### src/rtl/regfile_2w2r_sb.sv
// Two-write, two-read register file with write-to-read bypass and a per-register
// pending-write scoreboard for the issue stage. Port A is the younger writer.
module regfile_2w2r_sb #(
  parameter int unsigned DATA_W   = 32,
  parameter int unsigned ADDR_W   = 5,
  parameter int unsigned ZERO_REG = 1
) (
  input  logic              clk,
  input  logic              rstn,
  input  logic [ADDR_W-1:0] ra1,
  input  logic [ADDR_W-1:0] ra2,
  output logic [DATA_W-1:0] rd1,
  output logic [DATA_W-1:0] rd2,
  output logic              busy1,
  output logic              busy2,
  input  logic              we_a,
  input  logic [ADDR_W-1:0] wa_a,
  input  logic [DATA_W-1:0] wd_a,
  input  logic              we_b,
  input  logic [ADDR_W-1:0] wa_b,
  input  logic [DATA_W-1:0] wd_b,
  input  logic              iss_en,
  input  logic [ADDR_W-1:0] iss_rd
);

  localparam int unsigned Depth   = 2 ** ADDR_W;
  localparam bit          HasZero = (ZERO_REG != 0);

  logic [DATA_W-1:0] mem_q [Depth];
  logic [Depth-1:0]  busy_q, busy_d;
  logic              wen_a, wen_b, iss_ok;

  // Qualified enables: register 0 swallows writes and issues when hardwired to zero.
  always_comb begin
    wen_a  = we_a && !(HasZero && (wa_a == '0));
    wen_b  = we_b && !(HasZero && (wa_b == '0));
    iss_ok = iss_en && !(HasZero && (iss_rd == '0));
  end

  // Array update; B is applied first so A (younger) wins on an address collision.
  always_ff @(posedge clk or negedge rstn) begin
    if (!rstn) begin
      for (int i = 0; i < int'(Depth); i++) begin
        mem_q[i] <= '0;
      end
    end else begin
      if (wen_b) mem_q[wa_b] <= wd_b;
      if (wen_a) mem_q[wa_a] <= wd_a;
    end
  end

  // Scoreboard next state: completions clear, then an issue sets (a new producer wins).
  always_comb begin
    busy_d = busy_q;
    if (wen_a)  busy_d[wa_a]   = 1'b0;
    if (wen_b)  busy_d[wa_b]   = 1'b0;
    if (iss_ok) busy_d[iss_rd] = 1'b1;
  end

  // Scoreboard register.
  always_ff @(posedge clk or negedge rstn) begin
    if (!rstn) begin
      busy_q <= '0;
    end else begin
      busy_q <= busy_d;
    end
  end

  // Identical read logic for both ports.
  for (genvar p = 0; p < 2; p++) begin : g_read
    logic [ADDR_W-1:0] raddr;
    logic [DATA_W-1:0] rdata;
    logic              rbusy;
    logic              hit_a, hit_b, is_zero;

    assign raddr = (p == 0) ? ra1 : ra2;

    // Bypass current-cycle writes; a value delivered this cycle never reads as busy.
    always_comb begin
      hit_a   = wen_a && (wa_a == raddr);
      hit_b   = wen_b && (wa_b == raddr);
      is_zero = HasZero && (raddr == '0);
      if (!rstn || is_zero) begin
        rdata = '0;
      end else if (hit_a) begin
        rdata = wd_a;
      end else if (hit_b) begin
        rdata = wd_b;
      end else begin
        rdata = mem_q[raddr];
      end
      rbusy = rstn && !is_zero && busy_q[raddr] && !(hit_a || hit_b);
    end
  end

  assign rd1   = g_read[0].rdata;
  assign rd2   = g_read[1].rdata;
  assign busy1 = g_read[0].rbusy;
  assign busy2 = g_read[1].rbusy;

endmodule

### config.mk
export PLATFORM = sky130hd
export DESIGN_NAME = regfile_2w2r_sb
export DESIGN_NICKNAME = d
export VERILOG_FILES = /design/src/rtl/regfile_2w2r_sb.sv
export SDC_FILE = /design/constraint.sdc
export NUM_CORES = 2
export LEC_CHECK = 0
export CAP_MARGIN = 25
export CELL_PAD_IN_SITES_DETAIL_PLACEMENT = 1
export CELL_PAD_IN_SITES_GLOBAL_PLACEMENT = 1
export CORE_ASPECT_RATIO = 0.7
export CORE_MARGIN = 10
export CORE_UTILIZATION = 42
export CTS_BUF_LIST = sky130_fd_sc_hd__clkbuf_4 sky130_fd_sc_hd__clkbuf_8 sky130_fd_sc_hd__clkbuf_16
export DETAILED_ROUTE_END_ITERATION = 16
export GPL_TIMING_DRIVEN = 0
export PLACE_DENSITY_LB_ADDON = 0.1
export SLEW_MARGIN = 0
export SYNTH_ARGS = -nofsm -noshare
export SYNTH_HDL_FRONTEND = slang
export SYNTH_SLANG_ARGS = --single-unit
### constraint.sdc
create_clock -name clk -period 1.8 [get_ports clk]
set_input_delay 0.18 -clock clk [delete_from_list [all_inputs] [get_ports clk]]
set_output_delay 0.18 -clock clk [all_outputs]
set_load 0.005 [all_outputs]
* After elaboration in Yosys (flattened, before gate mapping)
Index checks and enable logic that the tools add are counted.
Word-level totals: register bits 1056, output and inout bits 66
Cells by class: magnitude comparators 14, equality and inequality tests 4, muxes and demuxes 33, bitwise gates (word level) 9, reduce and logical (&&, ||, !) cells 35
Operator list (count):
- $bwmux 1024 | 2
- $mux 1024 | 2
- $mux 32 | 15
- $bmux 32 s5 | 2
- $demux 32 s5 | 2
- $and 32x32->32 | 2
- $not 32->32 | 2
- $or 32x32->32 | 1
- $lt 5x6->1 const B | 5
- $logic_not 5->1 | 5
- $ge 6x6->1 const B | 4
- $not 5->6 | 4
- $eq 5x5->1 | 4
- $logic_and 1x1->1 | 18
- $demux 1 s5 | 3
- $ge 5x1->1 const B | 3
- $lt 6x1->1 const B | 2
- $bmux 1 s5 | 2
- $logic_not 1->1 | 8
- $mux 1 | 5
- $logic_or 1x1->1 | 4

* Depth between registers and ports, before layout
depth after elaboration 11, depth in mapped cells 10, depth with buffers taken out 6

* Worst setup path after synthesis
Ideal clock, no wire load.
path type input to output, from input port ra2[0], to output port rd2[12], data arrival time 1.797 ns, required time 1.620 ns, setup slack -0.177 ns, cell stages on the path 8, buffers on the path 3, cells stage by stage buf_2 buf_6 buf_2 mux4_2 o21ai_0 nand3_1 a211oi_1 nor3_2
Between the ends: cells in the longest elaborated chain, start to end 7, elaborated cells between the ends (all ways) 13, those cells by class eq/ne: 2; mux: 6; bitwise: 1; reduce/logical: 4
Ends and longest elaborated chain:
- start: declaration | RTL line 11 | input logic [ADDR_W-1:0] ra2,
- $not 5->6 (not written as such) | RTL line 90 | rdata = mem_q[raddr];
- $bmux 32 s5 | RTL line 90
- $mux 32 (not written as such) (2 in series) | RTL line 90
- $mux 32 | RTL line 87 | end else if (hit_b) begin
- $mux 32 | RTL line 85 | end else if (hit_a) begin
- $mux 32 * | RTL line 83 | if (!rstn || is_zero) begin
- end: declaration | RTL line 13 | output logic [DATA_W-1:0] rd2,
Mark *: on every way between the ends. The rest lies on a longest branch, timed or not. The select of a mux whose other input is x is not followed.

* Final worst setup path
from register mem_q[465] in the netlist's numbering, to output port rd2[17]
Between the ends: cells in the longest elaborated chain, start to end 6
Ends and longest elaborated chain:
- start: declaration | RTL line 29 | logic [DATA_W-1:0] mem_q [Depth];
- start signal: indexed assignment | RTL line 47 | if (wen_b) mem_q[wa_b] <= wd_b;
- start signal: indexed assignment | RTL line 48 | if (wen_a) mem_q[wa_a] <= wd_a;
- $bmux 32 s5 | RTL line 90
- $mux 32 (not written as such) (2 in series) | RTL line 90
- $mux 32 | RTL line 87
- $mux 32 | RTL line 85
- $mux 32 | RTL line 83
Every way passes these cells. The select of a mux whose other input is x is not followed.

==> reports/results.ini <==
[global_route]
first_global_vias=67920
grt_first_pass_wirelength_mm=545.5
antenna_found_initial=12
track_usage_pct=43.46
globalRouteOverflowTotal=0
grt_max_degree=161

[placement]
pre_cts_ws_ns=-3.159
place_inst=9436
gp_congestion=1.029
portBuffers=92
place_area_um2=72110
place.detailed.hpwl_mm=312.4

[worst_setup_path]
timing.rr.start=mem_q[81]$_DFF_PN0_
r2r_cells=4
worst_ep_arrival_time_ns=2.85
regToRegEndpoint=mem_q[81]$_DFF_PN0_
timing_worst_setup_path_type=reg -> out
cp.required_ns=1.62
r2r_setup_slack_ns=0.73
worst_setup_path_end_kind=output pin
cp-start-kind=register
crit_fanout=2

[timing]
slew_headroom_pct=21.12
layout_setup_ws_ns=-1.228
fmax_ghz=0.3302
period_minus_slack_ns=3.028
setup_viol=158
rsz0062_at_grt=true
skew_ns=0
maxSlewViolCount=0
hold_viol=738
worstMarginPinSlew_ns=1.183
fin_hold_ws_ns=-0.7015
fin_crit_sh_pct=168.2

[finish]
fin_util_pct=52.47
fin_area_um2=84230
num-nets-final=7841
instances_no_fill=9978
area.growth.synth_to_final_pct=24.26
drive_gt1_share_pct=22.65

[run]
maxCapViolCount=0

[cts]
ctsHtreeMaxLevel=3
clk_latency_ns=0.79
clk_path_buf_depth=3
clockRootBuffer=clkbuf_16
cts.sinks=1056
cts_made_buffers=118
cts_tree=yes
path_clk_slew_ns=0.06

[route]
vias=67994
ant_nets=0
drt-total-wl_mm=405.2
drt-initial-drc-count=8788
drc_errors=0
routed_via_density=6.814
wl_per_cell_um=40.61
drtPass1Iterations=8

[yosys]
postSynthAreaPerCell_um2=9.428
ys_warn_count=0
syn-cell-area_um2=67790
yosysUniqueCellTypes=67
synth_ff_type=dfrtp_1
synth-seq-cells=1056
synth_cells=7190
syn_nets=7284
async_flop_share_pct=100.0
synth_edf_count=0
ys_seq_area_share_pct=38.98

[die]
die_w_um=500.2
die-area_um2=178100
start_util_pct=42.23
core_um2=160500
placement_rows=123
io_pins=160
chipHeight_um=356.1

[power]
pwr_density_cell_nw_per_um2=1079
p_total_w=0.09091
p_leak_nw=37.88
vdd_drop_max_v=0.0007565

[status]
status=finished, violations left
violations=hold timing, setup timing

[hold_path]
min_path_type=in -> async

flip-flops by register name (all words and copies together), names as in the netlist:
| signal | count |
|---|---|
| busy_q | 32 |
| mem_q | 1024 |
Yosys cell counts, types with 30 or more instances:
master / n / area share (%)
nor2b_1: 35 / 0.32
buf_2: 221 / 1.6
buf_4: 56 / 0.62
mux2i_1: 1659 / 24
nand2_1: 645 / 3.6
a32oi_1: 107 / 1.4
nor3_1: 101 / 0.75
o31ai_1: 34 / 0.38
buf_1: 45 / 0.25
a22o_1: 30 / 0.39
nor2_1: 695 / 3.8
clkbuf_1: 549 / 3.0
a211oi_1: 88 / 0.97
o21ai_1: 37 / 0.27
dfrtp_1: 1056 / 39
a221oi_1: 32 / 0.41
o21ai_0: 550 / 4.1
mux2_2: 32 / 0.53
mux4_2: 130 / 4.3
a22oi_1: 32 / 0.35
nand3_1: 69 / 0.51
a21oi_1: 485 / 3.6
o22ai_1: 279 / 2.6
worst max path at each step:
stage / startpoint / endpoint / cells after the start
floorplan: ra2[0] / rd2[20] / 9
global placement: rstn / mem_q[805]$_DFF_PN0_ / 1
detailed placement: ra2[2] / rd2[18] / 10
CTS: mem_q[465]$_DFF_PN0_ / rd2[17] / 7
global route: mem_q[273]$_DFF_PN0_ / rd2[17] / 7
finish: mem_q[465]$_DFF_PN0_ / rd2[17] / 7
routing by layer:
metal,global-route usage [%],vias to the layer above,part of all wire (%)
li1,-,27121,-
met1,57.02,35225,40
met2,61.66,4438,41
met3,12.75,1202,11
met4,29.22,8,8.1
met5,0.5845,-,0.011
placed cells by master (no fill, tap or decap), types with 33 or more instances in the layout:
| cell type | count |
|---|---|
| buf_8 | 58 |
| o21ai_0 | 514 |
| nand3_4 | 44 |
| o22ai_1 | 246 |
| nor2_2 | 91 |
| nor3_2 | 63 |
| a32oi_1 | 107 |
| dlygate4sd3_1 | 65 |
| o21ai_1 | 43 |
| buf_4 | 293 |
| clkbuf_4 | 52 |
| dfrtp_1 | 1047 |
| buf_6 | 111 |
| nor2_1 | 585 |
| nor2b_1 | 34 |
| clkbuf_1 | 394 |
| mux2i_2 | 36 |
| a211oi_2 | 33 |
| a211oi_1 | 50 |
| clkbuf_16 | 128 |
| buf_12 | 45 |
| nand2_1 | 631 |
| mux4_2 | 130 |
| buf_1 | 37 |
| a21oi_1 | 484 |
| mux2i_1 | 1601 |
| buf_2 | 169 |
| clkbuf_2 | 95 |
report_power, final:
part | internal (W) | switching [W]
clock network | 0.0170 | 0.0119
registers | 0.0298 | 0.00570
logic | 0.0116 | 0.0149
total | 0.0585 | 0.0324
worst max-delay path, stage by stage, from the launching register on:
cell and delay (ns):
dfrtp_1 0.41, mux4_2 0.58, mux2i_4 0.22, o22ai_2 0.12, nor4b_4 0.34, o22ai_1 0.11, nor2b_4 0.16, buf_2 0.12
metrics by stage:
stage	TNS, ns	hold slack, ns
after floorplan	-0.5372	-0.1156
after global placement	-	0.4523
after detailed placement	-1731.35	0.2280
after CTS	-60.70	-0.6070
after global routing	-60.83	-0.6796
final	-63.23	-0.7015
layout make-up:
| cell class | instances | area (µm²) |
|---|---|---|
| fill | 17732 | 76290 |
| multi-input combinational | 5213 | 40720 |
| sequential | 1056 | 26440 |
| buffer | 883 | 5662 |
| timing repair buffer | 460 | 4245 |
| clock buffer | 163 | 3480 |
| tap | 2125 | 2659 |
| clock inverter | 54 | 937.1 |
| inverter | 15 | 62.56 |
| antenna | 9 | 22.52 |
kinds of logic (layout without fill, tap and decap cells):
kind of cell           after synthesis  in the layout  share of synthesized area [%]
other                                0              9                              0
multiplexers                      1821           1821                          29.35
XOR/XNOR                            20             20                         0.2584
flip-flops                        1056           1056                          38.98
buffers and inverters              921           1575                          6.202
AO/OA/AOI/OAI                     1708           1708                          14.84
AND/OR/NAND/NOR                   1664           1664                          10.36
repair_timing:
item | 4_1_cts | 5_1_grt
setup buffers | 228 | 40
pin swaps | 248 | 100
hold endpoints to repair | 289 | 479
hold buffers | 60 | 6
resized for setup | 1373 | 244
endpoints found under the setup margin | 1088 | 530
cloned | 5 | 1
(Power assumes the default switching activity.)
